===== src/rtl/aircon_pkg.sv =====
// Shared types for the multi-zone air-conditioning controller: zone state
// encoding (legacy S0/S1/S2 values kept) and the global mode codes.
package aircon_pkg;

    typedef enum logic [1:0] {
        IDLE = 2'b00,
        HEAT = 2'b01,
        COOL = 2'b10,
        HOLD = 2'b11
    } zone_state_e;

    localparam logic [1:0] MODE_OFF       = 2'b00;
    localparam logic [1:0] MODE_HEAT_ONLY = 2'b01;
    localparam logic [1:0] MODE_COOL_ONLY = 2'b10;
    localparam logic [1:0] MODE_AUTO      = 2'b11;

    function automatic int max2(input int a, input int b);
        return (a > b) ? a : b;
    endfunction

endpackage


===== src/rtl/aircon_zone_fsm.sv =====
// One zone: demand comparators on the registered sample, the
// idle/heat/cool/hold state register and the shared dwell counter.
module aircon_zone_fsm
    import aircon_pkg::*;
#(
    parameter int TEMP_W  = 8,
    parameter int MIN_RUN = 16,
    parameter int LOCKOUT = 32
) (
    input  logic                     clock,
    input  logic                     rst,
    input  logic signed [TEMP_W-1:0] temp,
    input  logic signed [TEMP_W-1:0] setpoint,
    input  logic        [TEMP_W-2:0] hyst,
    input  logic        [1:0]        mode,
    input  logic                     grant,
    input  logic                     force_off,
    output zone_state_e              state,
    output logic                     req
);

    localparam int CNT_MAX = max2(max2(MIN_RUN, LOCKOUT), 1);
    localparam int CNT_W   = $clog2(CNT_MAX + 1);
    localparam int EXT_W   = TEMP_W + 2;
    localparam logic [CNT_W-1:0] RUN_END  = CNT_W'(MIN_RUN);
    localparam logic [CNT_W-1:0] HOLD_END = CNT_W'(LOCKOUT);
    localparam zone_state_e EXIT_STATE = (LOCKOUT == 0) ? IDLE : HOLD;

    zone_state_e state_q, state_d;
    logic [CNT_W-1:0] cnt_q, cnt_d;

    // Two extra bits of headroom keep setpoint +/- hyst exact at the range ends.
    logic signed [EXT_W-1:0] t_x, sp_x, hy_x, lo_x, hi_x;
    logic heat_req, cool_req, at_target;

    assign t_x  = {{2{temp[TEMP_W-1]}}, temp};
    assign sp_x = {{2{setpoint[TEMP_W-1]}}, setpoint};
    assign hy_x = {3'b000, hyst};
    assign lo_x = sp_x - hy_x;
    assign hi_x = sp_x + hy_x;

    assign heat_req = (t_x < lo_x) && ((mode == MODE_HEAT_ONLY) || (mode == MODE_AUTO));
    assign cool_req = (t_x > hi_x) && ((mode == MODE_COOL_ONLY) || (mode == MODE_AUTO));
    assign req      = heat_req || cool_req;
    assign state    = state_q;

    always_comb begin
        state_d   = state_q;
        cnt_d     = cnt_q;
        at_target = (state_q == HEAT) ? (t_x >= sp_x) : (t_x <= sp_x);
        case (state_q)
            IDLE: begin
                if (grant && !force_off && req) begin
                    state_d = heat_req ? HEAT : COOL;
                    cnt_d   = '0;
                end
            end
            HEAT, COOL: begin
                if (cnt_q != RUN_END) begin
                    cnt_d = cnt_q + CNT_W'(1);
                end
                // Force-off skips the minimum run but still goes through lockout.
                if (force_off || (at_target && (cnt_q == RUN_END))) begin
                    state_d = EXIT_STATE;
                    cnt_d   = '0;
                end
            end
            HOLD: begin
                if (cnt_q == HOLD_END) begin
                    state_d = IDLE;
                    cnt_d   = '0;
                end else begin
                    cnt_d = cnt_q + CNT_W'(1);
                end
            end
            default: begin
                state_d = IDLE;
                cnt_d   = '0;
            end
        endcase
    end

    always_ff @(posedge clock) begin
        if (!rst) begin
            state_q <= IDLE;
            cnt_q   <= '0;
        end else begin
            state_q <= state_d;
            cnt_q   <= cnt_d;
        end
    end

endmodule


===== src/rtl/aircon_multizone_ctrl.sv =====
// Multi-zone heat/cool controller top: sample registers, per-zone FSMs,
// ascending-index grant chain under the active-zone cap, and LED decode.
module aircon_multizone_ctrl
    import aircon_pkg::*;
#(
    parameter int N_ZONES    = 4,
    parameter int TEMP_W     = 8,
    parameter int MIN_RUN    = 16,
    parameter int LOCKOUT    = 32,
    parameter int MAX_ACTIVE = 2
) (
    input  logic                          clock,
    input  logic                          rst,
    input  logic                          sample_valid,
    input  logic [N_ZONES*TEMP_W-1:0]     temp,
    input  logic [N_ZONES*TEMP_W-1:0]     setpoint,
    input  logic [TEMP_W-2:0]             hyst,
    input  logic [1:0]                    mode,
    input  logic [N_ZONES-1:0]            zone_en,
    output logic [N_ZONES-1:0]            LR,
    output logic [N_ZONES-1:0]            LG,
    output logic [$clog2(N_ZONES+1)-1:0]  active_count
);

    localparam int AC_W = $clog2(N_ZONES + 1);

    logic [N_ZONES*TEMP_W-1:0] temp_q, temp_d, sp_q, sp_d;
    zone_state_e               state [N_ZONES];
    logic [N_ZONES-1:0]        req, want, grant, force_off, active;

    always_comb begin
        temp_d = temp_q;
        sp_d   = sp_q;
        if (sample_valid) begin
            temp_d = temp;
            sp_d   = setpoint;
        end
    end

    always_ff @(posedge clock) begin
        if (!rst) begin
            temp_q <= '0;
            sp_q   <= '0;
        end else begin
            temp_q <= temp_d;
            sp_q   <= sp_d;
        end
    end

    for (genvar i = 0; i < N_ZONES; i++) begin : g_zone
        assign force_off[i] = (mode == MODE_OFF) || !zone_en[i];

        aircon_zone_fsm #(
            .TEMP_W  (TEMP_W),
            .MIN_RUN (MIN_RUN),
            .LOCKOUT (LOCKOUT)
        ) u_fsm (
            .clock     (clock),
            .rst       (rst),
            .temp      (temp_q[i*TEMP_W +: TEMP_W]),
            .setpoint  (sp_q[i*TEMP_W +: TEMP_W]),
            .hyst      (hyst),
            .mode      (mode),
            .grant     (grant[i]),
            .force_off (force_off[i]),
            .state     (state[i]),
            .req       (req[i])
        );

        assign want[i]   = (state[i] == IDLE) && req[i] && !force_off[i];
        assign active[i] = (state[i] == HEAT) || (state[i] == COOL);
        assign LR[i]     = (state[i] == HEAT);
        assign LG[i]     = (state[i] == COOL);
    end

    always_comb begin
        active_count = '0;
        for (int i = 0; i < N_ZONES; i++) begin
            active_count = active_count + AC_W'(active[i]);
        end
    end

    // Free slots come from the registered count, so a slot released on this
    // edge is only handed out on the following cycle.
    always_comb begin
        int free_slots;
        int used;
        grant      = '0;
        free_slots = MAX_ACTIVE - int'(active_count);
        used       = 0;
        for (int i = 0; i < N_ZONES; i++) begin
            if (want[i] && (used < free_slots)) begin
                grant[i] = 1'b1;
                used     = used + 1;
            end
        end
    end

endmodule


===== config.mk =====
export PLATFORM = sky130hd
export DESIGN_NAME = aircon_multizone_ctrl
export DESIGN_NICKNAME = d
export VERILOG_FILES = /design/src/rtl/aircon_pkg.sv /design/src/rtl/aircon_zone_fsm.sv /design/src/rtl/aircon_multizone_ctrl.sv
export SDC_FILE = /design/constraint.sdc
export NUM_CORES = 1
export LEC_CHECK = 0
export BUFFER_PORTS_ARGS = -buffer_cell sky130_fd_sc_hd__buf_2
export CORE_UTILIZATION = 50
export DETAILED_ROUTE_END_ITERATION = 7
export PLACE_DENSITY = 0.72
export SYNTH_ARGS = -nofsm -noshare
export SYNTH_HDL_FRONTEND = slang
export SYNTH_HIERARCHICAL = 1
export SYNTH_SLANG_ARGS = --single-unit
export TNS_END_PERCENT = 50

===== constraint.sdc =====
create_clock -name clock -period 7.2 [get_ports clock]
set_input_delay 0.36 -clock clock [delete_from_list [all_inputs] [get_ports clock]]
set_output_delay 0.36 -clock clock [all_outputs]
set_load 0.02 [all_outputs]

**Word level (Yosys, flattened, before mapping)**

Index checks and enable logic that the tools add are counted.

- Add/subtract/negate cells: 18
- $lt $le $gt $ge: 20
- Equal/unequal tests: 43
- Muxes and demuxes: 51
- Reductions and logical operators: 75

Operators by type and width:

| operator | count |
|---|---|
| 2-to-1 mux 6 bit | 16 |
| case mux 6 bit (3 select lines) | 4 |
| adder 32 x 2 -> 32 bit (second input constant) | 2 |
| less-than comparator 32 x 4 -> 1 bit | 2 |
| 2-to-1 mux 32 bit | 2 |
| adder 8 x 8 -> 9 bit | 4 |
| greater-than comparator 8 x 9 -> 1 bit | 4 |
| less-than comparator 8 x 9 -> 1 bit | 4 |
| subtractor 8 x 8 -> 9 bit | 4 |
| greater-or-equal comparator 8 bit | 4 |
| <= comparator 8 bit | 4 |
| logical AND 1 bit | 32 |
| 2-to-1 mux 2 bit | 16 |
| adder 6 x 1 -> 6 bit (second input constant) | 4 |
| == test 6 x 5 -> 1 bit (second input constant) | 4 |
| == test 6 bit (second input constant) | 4 |
| inequality test 2 x 1 -> 1 bit (second input constant) | 12 |
| inequality test 6 x 5 -> 1 bit (second input constant) | 4 |
| case mux 2 bit (3 select lines) | 4 |
| == test 2 bit (second input constant) | 10 |
| logical OR 1 bit | 18 |
| inequality test 3 x 1 -> 1 bit (second input constant) | 4 |
| AND reduction 3 bit | 4 |
| == test 2 x 1 -> 1 bit (second input constant) | 5 |
| 11 further kinds | 36 |

- Flip-flop bits (word level): 96
- Input bits: 80
- Output and inout port bits: 11
- Word-level logic and storage cells: 217

**Depth between registers and ports, before layout**

Gate-level depths: netlist (run 1).

- Word-level depth: 22
- Depth in mapped cells: 37
- Gate-level depth less buffers: 37

**Hierarchy**

The synthesis (run 1) kept the hierarchy.

By module, submodules not included:

| module | times used | cells an instance | area an instance (µm²) | sequential area each (µm²) |
|---|---|---|---|---|
| aircon_zone_fsm at g_zone[0].u_fsm ... | 2 | 227 | 1,829.3 | 160.2 |
| aircon_zone_fsm at g_zone[1].u_fsm ... | 2 | 225 | 1,810.5 | 160.2 |
| aircon_multizone_ctrl | 1 | 263 | 2,870.3 | 1,281.2 |

**Least setup slack after synthesis (run 1)**

OpenSTA, ideal clock, no wires.

- Kind: in2reg
- Start: input port hyst[1]
- End: register g_zone[3].u_fsm.cnt_q[2]
- Library setup time: 69 ps
- Arrival time: 6,350 ps
- Required time: 7,131 ps
- Path slack: 781 ps
- Cell stages on the path: 35
- Buffers on the path: 0
- Cell sequence: inv_1 ha_1 inv_1 a21oi_1 o21bai_1 a21o_1 a21oi_1 o31ai_1 xnor2_1 ha_1 and4_1 nand2_1 a221o_1 o21ai_1 a21o_2 nand2_1 or4_4 a21oi_2 nor3_1 ha_1 ha_1 nand4b_1 a211oi_2 nor2_1 a21oi_1 ha_1 a21o_1 a311o_2 a21oi_1 nor2b_1 nand2b_1 o221ai_2 o41ai_4 or4b_1 o21ai_1

- Cells in the longest elaborated chain, start to end: 21
- Elaborated cells on any way between the ends: 53
- Those cells by class: add/sub (10); order compare (11); eq/ne (1); mux (4); reduce/logical (27)

Ends and longest elaborated chain:

| what | line | source |
|---|---|---|
| from (decl) | aircon_multizone_ctrl.sv:17 | `input logic [TEMP_W-2:0] hyst,` |
| subtractor 8 x 8 -> 9 bit / adder 8 x 8 -> 9 bit (equally long branches) | aircon_zone_fsm.sv:39, aircon_zone_fsm.sv:40 |  |
| less-than comparator 8 x 9 -> 1 bit / greater-than comparator 8 x 9 -> 1 bit (equally long branches) | aircon_zone_fsm.sv:42, aircon_zone_fsm.sv:43 |  |
| logical AND 1 bit (on tied branches) | aircon_zone_fsm.sv:42, aircon_zone_fsm.sv:43 |  |
| logical OR 1 bit (*) | aircon_zone_fsm.sv:44 | `assign req = heat_req \|\| cool_req;` |
| net req[0] | aircon_multizone_ctrl.sv:29 | `logic [N_ZONES-1:0] req, want, grant, force_off, active;` |
| logical AND 1 bit (*) (2 in a row) | aircon_multizone_ctrl.sv:70 | `assign want[i] = (state[i] == IDLE) && req[i] && !force_off[i];` |
| logical AND 1 bit (*) | aircon_multizone_ctrl.sv:92 | `if (want[i] && (used < free_slots)) begin` |
| 2-to-1 mux 1 bit (*) | aircon_multizone_ctrl.sv:92 |  |
| [... 5 more ...] | -- |  |
| 2-to-1 mux 32 bit (*) | aircon_multizone_ctrl.sv:92 |  |
| less-than comparator 32 x 4 -> 1 bit (*) | aircon_multizone_ctrl.sv:92 |  |
| logical AND 1 bit (*) | aircon_multizone_ctrl.sv:92 |  |
| 2-to-1 mux 1 bit (*) | aircon_multizone_ctrl.sv:92 |  |
| net grant[3] | aircon_multizone_ctrl.sv:29 |  |
| logical AND 1 bit (*) (2 in a row) | aircon_zone_fsm.sv:53 | `if (grant && !force_off && req) begin` |
| inequality test 2 x 1 -> 1 bit (no source line) (*) | -- |  |
| AND reduction 2 bit (no source line) (*) | -- |  |
| to (signal assigned) | aircon_zone_fsm.sv:89 | `cnt_q <= cnt_d;` |
| to (decl) | aircon_zone_fsm.sv:30 | `logic [CNT_W-1:0] cnt_q, cnt_d;` |

Mark *: on every way through the listed nets, which the timed path passes.
A chain may end at the register's enable or synchronous reset.

**Worst setup path in the final report (run 1)**

- Start: register sp_q[1]
- End: register g_zone[3].u_fsm.cnt_q[2]

- Cells in the longest elaborated chain, start to end: 21
- Elaborated cells on any way between the ends: 26
- Those cells by class: add/sub (4); order compare (5); eq/ne (1); mux (4); reduce/logical (12)

Ends and longest elaborated chain:

| what | line | source |
|---|---|---|
| from (decl) | aircon_multizone_ctrl.sv:27 | `logic [N_ZONES*TEMP_W-1:0] temp_q, temp_d, sp_q, sp_d;` |
| from (signal assigned) | aircon_multizone_ctrl.sv:46 | `sp_q <= sp_d;` |
| subtractor 8 x 8 -> 9 bit / adder 8 x 8 -> 9 bit (equally long branches) | aircon_zone_fsm.sv:39, aircon_zone_fsm.sv:40 |  |
| less-than comparator 8 x 9 -> 1 bit / greater-than comparator 8 x 9 -> 1 bit (equally long branches) | aircon_zone_fsm.sv:42, aircon_zone_fsm.sv:43 |  |
| logical AND 1 bit (on tied branches) | aircon_zone_fsm.sv:42, aircon_zone_fsm.sv:43 |  |
| logical OR 1 bit (*) | aircon_zone_fsm.sv:44 |  |
| net req[0] | aircon_multizone_ctrl.sv:29 |  |
| logical AND 1 bit (*) (2 in a row) | aircon_multizone_ctrl.sv:70 |  |
| logical AND 1 bit (*) | aircon_multizone_ctrl.sv:92 |  |
| 2-to-1 mux 1 bit (*) | aircon_multizone_ctrl.sv:92 |  |
| [... 5 more ...] | -- |  |
| 2-to-1 mux 32 bit (*) | aircon_multizone_ctrl.sv:92 |  |
| less-than comparator 32 x 4 -> 1 bit (*) | aircon_multizone_ctrl.sv:92 |  |
| logical AND 1 bit (*) | aircon_multizone_ctrl.sv:92 |  |
| 2-to-1 mux 1 bit (*) | aircon_multizone_ctrl.sv:92 |  |
| net grant[3] | aircon_multizone_ctrl.sv:29 |  |
| logical AND 1 bit (*) (2 in a row) | aircon_zone_fsm.sv:53 |  |
| inequality test 2 x 1 -> 1 bit (no source line) (*) | -- |  |
| AND reduction 2 bit (no source line) (*) | -- |  |

Marks and branches as above.

==> flow_summary_export.csv, run 1 <==
group,metric,value,unit
yosys,synth_mux_area_share,7.01,%
pwr,p_int,0.00127,W
route,wl,23300,microns
route,avgViaCountPerCell,5.42,
yosys,synth_compound_area_share,19.3,%
global_route,grt.overflow.total,0,
pwr,clkPwrFrac,21.5,%
setup_path,setup.worst_path.start,"sp_q[1]",
yosys,yosys_warnings,6,
pwr,p_per_area,192,nW/um^2
route,drt_iter0_markers,350,
route,postRouteAntennaNets,0,
timing,skew,0.00713,ns
clock_tree,clk_latency,0.36,ns
setup_path,critPathSlowestCell,"or4b_1",
floorplanning,fp.dieH,144,microns
setup_path,critPathMaxFanout,4,
timing,finalCritPeriodShare,95.2,%
yosys,async_reset_ff_share,0,%
timing,setup_violations,0,
route,dr.pass1.iters,5,
setup_path,path_buf_inv,1,
pwr,p_total,0.00217,W
clock_tree,htreeDepth,3,
pwr,p_leak,5.32,nW
setup_path,worstPathRequired,7.50,ns
setup_path,cpPeakStageDelay,0.47,ns
route,num_vias,8277,
yosys,avgSynthCellArea,8.70,sq um
clock_tree,clockBufferDepth,2,
timing,worst_pin_slew,0.998,ns
floorplanning,design.portCount,91,
clock_tree,cts_tree,"yes",
floorplanning,fp.dieW,144,microns
clock_tree,clock-sinks,96,
floorplanning,start_util,51.6,%
floorplanning,dieArea,20900,sq um
clock_tree,cts_root_buf,"clkbuf_16",
final_layout,postLayoutCellArea,11300,sq um
route,drc,0,
timing,slew_headroom,33.5,%
setup_path,crit_family,"compound AO/OA/AOI/OAI gates",
global_route,track_usage,23.5,%
final_layout,nets,1542,
timing,fmax,146,MHz
yosys,synth_ff_type,"dfxtp_1",
global_route,grt_max_degree,105,
job,cap_violations,0,
placement,place.gp.congestion,0.884,
yosys,yosys-top-cells-area,"ha_1 24%, dfxtp_1 19%, mux2i_1 6.9%",
yosys,synth_fp_nets,1452,
yosys,netlist_instances,1167,
global_route,grt_first_pass_wirelength,38100,microns
pwr,p_switching,0.000899,W
yosys,yosys.cell_types.count,72,
worst_hold_path,min_from,"temp[26]",
setup_path,critical_path_class,"flip-flop to flip-flop",
worst_hold_path,hold_class,"primary input to flip-flop",
yosys,netlist.area_leader.share,24.0,%
final_layout,nFillCells,1811,
yosys,yosys.area.top_type,"ha_1",
yosys,ys_ff_latch,96,
final_layout,final_layout_size_suffix_gt1_share,14.3,%
yosys,synth-simple-area-share,18.3,%
pwr,switching_share,41.5,%
placement,hpwl,18700,microns
pwr,pwr-share-comb,50.3,%
pwr,p_seq_share,28.2,%
status,status,"complete, no violations",
final_layout,regArea,1930,sq um
clock_tree,path_clk_slew,0.07,ns
setup_path,critPathArrivalTime,7.16,ns
final_layout,multi_input_area,7610,sq um
clock_tree,cts_hold_buf,0,
setup_path,timing.rr.start,"sp_q[1]",
placement,placed_area,10900,sq um
global_route,antenna_found_initial,0,
yosys,synthAdderAreaFrac,26.0,%
floorplanning,placementRows,51,
placement,io_buffers,90,
global_route,grt_pass1_vias,7925,
pwr,vdd_drop_max,0.133,mV
clock_tree,cts_buffers,9,
yosys,synth_xor_area_share,3.77,%
setup_path,start_kind,"flip-flop",
yosys,synth_seq_area_share,18.9,%
timing,setup_tns,0,ns
yosys,netlist_area,10100,sq um
yosys,synth_edf_count,0,
final_layout,area_delta_synth_final,11.0,%
timing,drv_slew,0,
timing,hold_violations,0,
yosys,synth_top_family_by_area,"adder cells",
floorplanning,core,19700,sq um
setup_path,cp-end-kind,"flip-flop",
route,wire_per_inst,15.3,microns
timing,min_period,6.86,ns
-- cells by family (layout without fill, tap and decap cells) --
| family | after synthesis | after routing |
|---|---|---|
| flip-flops | 96 | 96 |
| multiplexers | 71 | 71 |
| AND/OR/NAND/NOR | 317 | 317 |
| XOR/XNOR | 42 | 42 |
| adder cells (fa/ha/maj) | 205 | 205 |
| buffers and inverters | 179 | 274 |
| other | 0 | 1 |
| AO/OA/AOI/OAI | 257 | 257 |
-- worst min-delay path, stage by stage --
cell	delay [ns]
buf_2	0.07
mux2i_1	0.05
nor2b_1	0.09
-- final timing paths --
path | cells after the start | to | slack, ns
worst max register to register | 34 | g_zone[3].u_fsm/cnt_q[2] | 0.34
worst min register to register | 1 | g_zone[2].u_fsm/cnt_q[0] | 0.51
worst max-delay path | 34 | g_zone[3].u_fsm/cnt_q[2] | 0.34
worst min-delay path | 3 | temp_q[26] | 0.25
-- metrics by stage --
stage	util, %	std cells	setup slack [ns]	hold slack [ns]
2_1_floorplan	-	1167	0.781	0.468
3_3_place_gp	55.4	1507	0.192	0.490
3_5_place_dp	55.4	1507	-0.120	0.497
4_1_cts	56.8	1523	0.00364	0.239
5_1_grt	57.3	1527	-0.0591	0.257
6_report	57.3	1528	0.342	0.252
-- layout by cell type, fill, tap and decap left out, types with 5 or more instances in the layout --
cell / Yosys / layout
dfxtp_1: 96 / 94
ha_1: 195 / 193
o21ai_1: 16 / 15
nand3b_1: 6 / 6
o221ai_2: 6 / 5
a21o_1: 17 / 17
o21a_1: 14 / 14
a21oi_2: 5 / 5
and3_1: 10 / 10
xnor2_1: 32 / 32
o211ai_1: 10 / 10
nand3_1: 33 / 33
nor3b_1: 12 / 11
nand4_1: 14 / 14
o31ai_1: 10 / 10
or3_1: 13 / 13
nor2_1: 41 / 41
nand2b_1: 25 / 25
buf_2: 9 / 89
mux2i_1: 70 / 70
buf_4: 0 / 12
o21ai_0: 31 / 31
a21oi_1: 62 / 61
xor2_1: 8 / 8
nor2b_1: 92 / 91
nand2_1: 37 / 37
o21bai_1: 8 / 7
nor3_1: 7 / 6
a211oi_1: 8 / 8
fa_1: 10 / 8
a31oi_1: 8 / 8
inv_1: 157 / 157
clkbuf_16: 0 / 9
-- area by class of cell --
type / instances / area share [%]
multi-input combinational: 892 / 67.5
sequential: 96 / 17.1
inverter: 157 / 5.23
timing repair buffer: 101 / 4.75
tap: 265 / 2.94
clock buffer: 9 / 2.00
clock inverter: 7 / 0.422
antenna: 1 / 0.0222
-- synthesized netlist by cell type (16+ instances only) --
cell      count
mux2i_1      70
nand3_1      33
o21ai_0      31
nand2b_1     25
a21o_1       17
nor2_1       41
ha_1        195
nand2_1      37
inv_1       157
dfxtp_1      96
a21oi_1      62
nor2b_1      92
xnor2_1      32
o21ai_1      16
-- power by group through the flow --
stage | Combinational (W) | Clock (W) | Sequential (W)
global placement | 0.00101 | 0 | 0.000623
detailed placement | 0.00103 | 0 | 0.000624
global route | 0.00122 | 0.000498 | 0.000617
floorplan | 0.000798 | 0 | 0.000607
finish | 0.00109 | 0.000465 | 0.000612
CTS | 0.00104 | 0.000479 | 0.000611
-- routing by layer --
layer	global-route usage (%)	share of wire, %
met1	29.9	48
met2	39.9	47
met3	3.77	3.7
met4	8.09	2.0
met5	0	0
-- registers in the layout, summed over array words and instances (netlist names) --
name                count
g_zone.u_fsm/cnt_q     24
g_zone.u_fsm/state      8
sp_q                   32
temp_q                 32
-- repair_timing --
item                       in CTS  in global routing
gates resized for setup         0                 17
buffers inserted                0                  4
setup endpoints to repair       0                  8
Power figures use the tool's default switching activity.
==> inputs of run 2 (changes only) <==
ABC_AREA = 1   (was default)
CORE_MARGIN = 5   (was default)
==> flow_summary_export.csv, run 2 <==
group,metric,value,unit
timing,drv_slew,0,
route,num_vias,9117,
global_route,track_usage,21.0,%
timing,slew_headroom,37.7,%
yosys,yosys.area.top_type,"ha_1",
pwr,pwr-share-comb,60.0,%
final_layout,postLayoutCellArea,11100,sq um
clock_tree,path_clk_slew,0.07,ns
final_layout,layout_commonest_cell,"nand2_1",
floorplanning,fp.dieH,152,microns
final_layout,area_delta_synth_final,9.94,%
yosys,async_reset_ff_share,0,%
yosys,netlist.area_leader.share,24.2,%
yosys,avgSynthCellArea,6.95,sq um
timing,worst_pin_slew,0.935,ns
final_layout,fin_util,55.3,%
route,drt_iter0_markers,422,
clock_tree,clk_latency,0.36,ns
timing,fmax,171,MHz
clock_tree,cts_buffers,9,
route,postRouteAntennaNets,0,
yosys,yosysMostFrequentCell,"nand2_1",
final_layout,nFillCells,1993,
setup_path,critPathMaxFanout,10,
clock_tree,cts_tree,"yes",
setup_path,reg2reg_depth,39,
final_layout,top_regs,"sp_q x32, temp_q x32, g_zone.u_fsm/cnt_q x24",
status,status,"complete, no violations",
pwr,p_per_area,301,nW/um^2
floorplanning,core,20000,sq um
worst_hold_path,hold_depth,3,
pwr,vdd_drop_max,0.334,mV
setup_path,critPathSlowestCell,"fa_1",
yosys,synth_edf_count,0,
route,wl,24800,microns
floorplanning,placementRows,52,
yosys,ys_ff_latch,96,
yosys,yosys_warnings,6,
timing,hold_violations,0,
pwr,clkPwrFrac,17.3,%
route,drc,0,
floorplanning,start_util,50.3,%
timing,setup_tns,0,ns
yosys,netlist_instances,1450,
route,avgViaCountPerCell,5.07,
floorplanning,design.portCount,91,
placement,place.gp.congestion,0.895,
yosys,yosys.cell_types.count,35,
global_route,antenna_found_initial,0,
yosys,yosys-top-cells-area,"ha_1 24%, dfxtp_1 19%, nand2_1 8.7%",
route,wire_per_inst,13.8,microns
global_route,grt.overflow.total,0,
yosys,synth_fp_nets,1735,
final_layout,nets,1810,
pwr,p_seq_share,22.8,%
global_route,grt_first_pass_wirelength,41200,microns
worst_hold_path,hold_class,"primary input to flip-flop",
setup_path,worstPathRequired,7.50,ns
global_route,grt_pass1_vias,8736,
timing,skew,0.0138,ns
setup_path,cpPeakStageDelay,0.42,ns
clock_tree,ctsResizeCount,0,
clock_tree,cts_root_buf,"clkbuf_16",
pwr,p_int,0.00173,W
setup_path,critPathArrivalTime,6.13,ns
placement,placed_area,10700,sq um
job,cap_violations,0,
clock_tree,htreeDepth,3,
clock_tree,clock-sinks,96,
setup_path,critical_path_class,"flip-flop to flip-flop",
clock_tree,clockBufferDepth,2,
timing,setup_violations,0,
final_layout,layout_common_cells,"234 x nand2_1, 232 x nor2_1, 203 x inv_1",
pwr,p_leak,5.84,nW
pwr,p_switching,0.00160,W
timing,finalCritPeriodShare,81.0,%
yosys,synth_seq_area_share,19.1,%
clock_tree,post_cts_buffers,0,
pwr,switching_share,47.9,%
route,dr.pass1.iters,5,
final_layout,final_layout_size_suffix_gt1_share,12.4,%
clock_tree,cts_hold_buf,0,
yosys,netlist_area,10100,sq um
yosys,synth_ff_type,"dfxtp_1",
setup_path,cp-end-kind,"flip-flop",
yosys,ys_top_cells_by_count,"234 x nand2_1, 232 x nor2_1, 203 x inv_1",
floorplanning,fp.dieW,152,microns
timing,grt_setup_unrepaired,"no",
setup_path,start_kind,"flip-flop",
floorplanning,dieArea,23100,sq um
final_layout,antennaDiodeCount,0,
global_route,grt_max_degree,97,
placement,io_buffers,90,
placement,hpwl,19000,microns
timing,min_period,5.83,ns
## run 2: final timing paths
kind	from	to	slack, ns
max	sp_q[0]	g_zone[3].u_fsm/cnt_q[2]	1.37
min reg2reg	temp_q[24]	temp_q[24]	0.50
min	setpoint[13]	sp_q[13]	0.22
max reg2reg	sp_q[0]	g_zone[3].u_fsm/cnt_q[2]	1.37
## run 2: cell type report
class	instances	area (sq um)	share of cell area, %
Multi-Input combinational cell	1097	7140	64.5
Timing Repair Buffer	92	465	4.20
Sequential cell	96	1920	17.4
Inverter	229	862	7.78
Tap cell	270	338	3.05
Clock inverter	5	104	0.938
Clock buffer	11	243	2.19
## run 2: logic make-up (layout without fill, tap and decap cells)
| family | Yosys count | count (layout) | share of synthesized area [%] |
|---|---|---|---|
| AOI/OAI and AO/OA | 214 | 214 | 12.1 |
| and+or+nand+nor | 610 | 610 | 26.7 |
| xor gates and xnor gates | 68 | 68 | 5.91 |
| buffers and inverters | 257 | 337 | 10.0 |
| DFF | 96 | 96 | 19.1 |
| adders and majority gates | 205 | 205 | 26.2 |
## run 2: per-layer routing
| layer | global-route usage (%) | up-vias | part of all wire, % |
|---|---|---|---|
| li1 | - | 4791 | - |
| met3 | 3.27 | 42 | 3.7 |
| met4 | 6.29 | 0 | 2.3 |
| met5 | 0 | - | 0 |
| met2 | 35.5 | 159 | 46 |
| met1 | 27.9 | 4125 | 48 |
## run 2: power by group through the flow
stage / Combinational, W / Sequential, W / Clock (W)
after floorplan: 0.00158 / 0.000730 / 0
after global placement: 0.00194 / 0.000762 / 0
after detailed placement: 0.00197 / 0.000767 / 0
after CTS: 0.00199 / 0.000756 / 0.000587
after global routing: 0.00228 / 0.000774 / 0.000608
final: 0.00200 / 0.000758 / 0.000575
## run 2: metrics by stage
step / hold WS, ns / power (W) / setup slack [ns] / std cells
2_1_floorplan: 0.453 / 0.00231 / 2.14 / 1450
3_3_place_gp: 0.479 / 0.00270 / 1.60 / 1784
3_5_place_dp: 0.490 / 0.00274 / 1.37 / 1784
4_1_cts: 0.212 / 0.00334 / 1.42 / 1800
5_1_grt: 0.215 / 0.00366 / 0.815 / 1800
6_report: 0.223 / 0.00333 / 1.37 / 1800
## run 2: worst max-delay path: cells and delay by family (launching register included)
kind	cells	cell delay, ns
fa+ha+maj	6	1.52
flops	1	0.41
buf+inv	3	0.15
simple gates	23	2.39
compound gates	7	1.27
==> inputs of run 3 (changes only) <==
ABC_AREA = 0   (was 1)
PLACE_DENSITY = 0.75   (was 0.72)
clock period = 4.95 ns   (was 7.2 ns; I/O delays follow)
==> flow_summary_export.csv, run 3 (synthesis gave the netlist of run 1 again) <==
group,metric,value,unit
clock_tree,htreeDepth,3,
timing,min_period,6.59,ns
status,violations,"negative setup slack",
pwr,clkPwrFrac,21.3,%
clock_tree,cts_buffers,9,
setup_path,cpMostUsedCell,"ha_4",
setup_path,path_buf_inv,3,
global_route,grt_pass1_vias,9048,
timing,drv_slew,0,
route,postRouteAntennaNets,0,
pwr,p_int,0.00218,W
floorplanning,fp.dieH,152,microns
job,cap_violations,0,
clock_tree,clk_latency,0.36,ns
worst_hold_path,hold_class,"primary input to flip-flop",
setup_path,worstPathRequired,5.25,ns
timing,skew,0.0127,ns
pwr,p_seq_share,23.8,%
floorplanning,fp.dieW,152,microns
final_layout,final_layout_size_suffix_gt1_share,24.8,%
setup_path,crit_family,"compound AO/OA/AOI/OAI gates",
floorplanning,core,20100,sq um
final_layout,nets,1684,
clock_tree,clockBufferDepth,2,
global_route,grt.overflow.total,0,
pwr,switching_share,39.9,%
final_layout,antennaDiodeCount,0,
pwr,p_leak,6.05,nW
placement,place.gp.congestion,0.902,
setup_path,cp-end-kind,"flip-flop",
setup_path,critPathMaxFanout,4,
setup_path,start_kind,"flip-flop",
timing,setup_violations,16,
placement,hpwl,21100,microns
pwr,p_total,0.00363,W
global_route,track_usage,22.2,%
timing,hold_violations,0,
route,drc,0,
timing,setup_ws,-1.64,ns
status,status,"finished, violations left",
final_layout,top_regs,"sp_q x32, temp_q x32, g_zone.u_fsm/cnt_q x24",
timing,grt_setup_unrepaired,"yes",
global_route,grt_first_pass_wirelength,43100,microns
pwr,p_per_area,290,nW/um^2
floorplanning,placementRows,52,
route,num_vias,9040,
pwr,vdd_drop_max,0.212,mV
clock_tree,cts_hold_buf,0,
floorplanning,design.portCount,91,
global_route,grt_max_degree,61,
pwr,pwr-share-comb,54.9,%
setup_path,cpPeakStageDelay,0.48,ns
setup_path,critPathArrivalTime,6.89,ns
clock_tree,path_clk_slew,0.08,ns
placement,io_buffers,90,
final_layout,layout_commonest_cell,"ha_1",
route,wire_per_inst,15.6,microns
clock_tree,cts_tree,"yes",
floorplanning,dieArea,23200,sq um
timing,whs,0.136,ns
timing,fmax,152,MHz
clock_tree,cts_root_buf,"clkbuf_16",
timing,finalCritPeriodShare,133,%
route,drt_iter0_markers,429,
global_route,antenna_found_initial,2,
final_layout,layout_common_cells,"189 x ha_1, 152 x inv_1, 151 x buf_4",
final_layout,nFillCells,1680,
route,dr.pass1.iters,5,
timing,worst_pin_slew,0.620,ns
final_layout,area_delta_synth_final,23.6,%
setup_path,critical_path_class,"flip-flop to flip-flop",
clock_tree,clock-sinks,96,
floorplanning,start_util,50.5,%
route,avgViaCountPerCell,5.40,
route,wl,26100,microns
timing,slew_headroom,58.6,%
setup_path,critPathSlowestCell,"or4b_1",
pwr,p_switching,0.00145,W
==> run 3: changes by cell type in the layout (fill, tap and decap cells not counted), moves of 30 or more <==
cell and change:
nand2_1 -199, buf_4 +149, nor2b_1 +89, nor2_1 -192
xor2_1 -52, inv_1 -51, o21ai_0 -30, mux2i_1 +70
==> run 3: worst reg2reg max path, delay by kind of cell (launching register included) <==
family / cells / cell delay [ns]
and+or+nand+nor: 9 / 1.84
xor gates and xnor gates: 1 / 0.12
buffers and inverters: 3 / 0.28
AOI/OAI and AO/OA: 15 / 2.55
DFF: 1 / 0.37
adders and majority gates: 6 / 1.33
==> run 3: area by class of cell <==
type	instances	area, sq um	share of cell area, %
Multi-Input combinational cell	892	7750	61.8
Sequential cell	96	1930	15.4
Timing Repair Buffer	243	1610	12.9
Inverter	157	589	4.70
Tap cell	270	338	2.69
Clock buffer	10	250	2.00
Clock inverter	6	70.1	0.559
==> run 3: final timing paths <==
check | from | to | slack (ns) | depth (start not counted)
max | sp_q[0] | g_zone[3].u_fsm/cnt_q[2] | -1.64 | 34
min | setpoint[0] | sp_q[0] | 0.14 | 3
max reg2reg | sp_q[0] | g_zone[3].u_fsm/cnt_q[2] | -1.64 | 34
min reg2reg | g_zone[1].u_fsm/cnt_q[4] | g_zone[1].u_fsm/cnt_q[4] | 0.51 | 2
==> run 3: per-stage QoR <==
step	cells	TNS [ns]	util, %	area, sq um	setup slack, ns
2_1_floorplan	1167	-7.55	-	10200	-1.24
6_report	1674	-12.69	62.4	12500	-1.64
5_1_grt	1674	-16.96	62.4	12500	-1.97
3_3_place_gp	1650	-10.23	59.8	12000	-1.39
4_1_cts	1669	-10.84	61.8	12400	-1.49
3_5_place_dp	1650	-12.57	59.8	12000	-1.60
==> run 3: metal layers <==
metal	vias to the layer above	GRT usage (%)	wire length (microns)
li1	4571	-	-
met1	4259	27.8	11500
met2	166	39.4	12900
met3	40	3.69	1150
met4	4	6.28	583
met5	-	0	21
==> run 3: power by group through the flow <==
stage	Combinational, W	Sequential (W)	Clock (W)
after detailed placement	0.00180	0.000884	0
after CTS	0.00191	0.000867	0.000798
final	0.00199	0.000867	0.000773
after floorplan	0.00118	0.000883	0
after global placement	0.00174	0.000882	0
after global routing	0.00219	0.000873	0.000819
==> run 3: repair_timing <==
action,4_1_cts,5_1_grt
buffers inserted,4,5
gates resized for setup,14,15
endpoints found under the setup margin,15,17
pin swaps,17,6
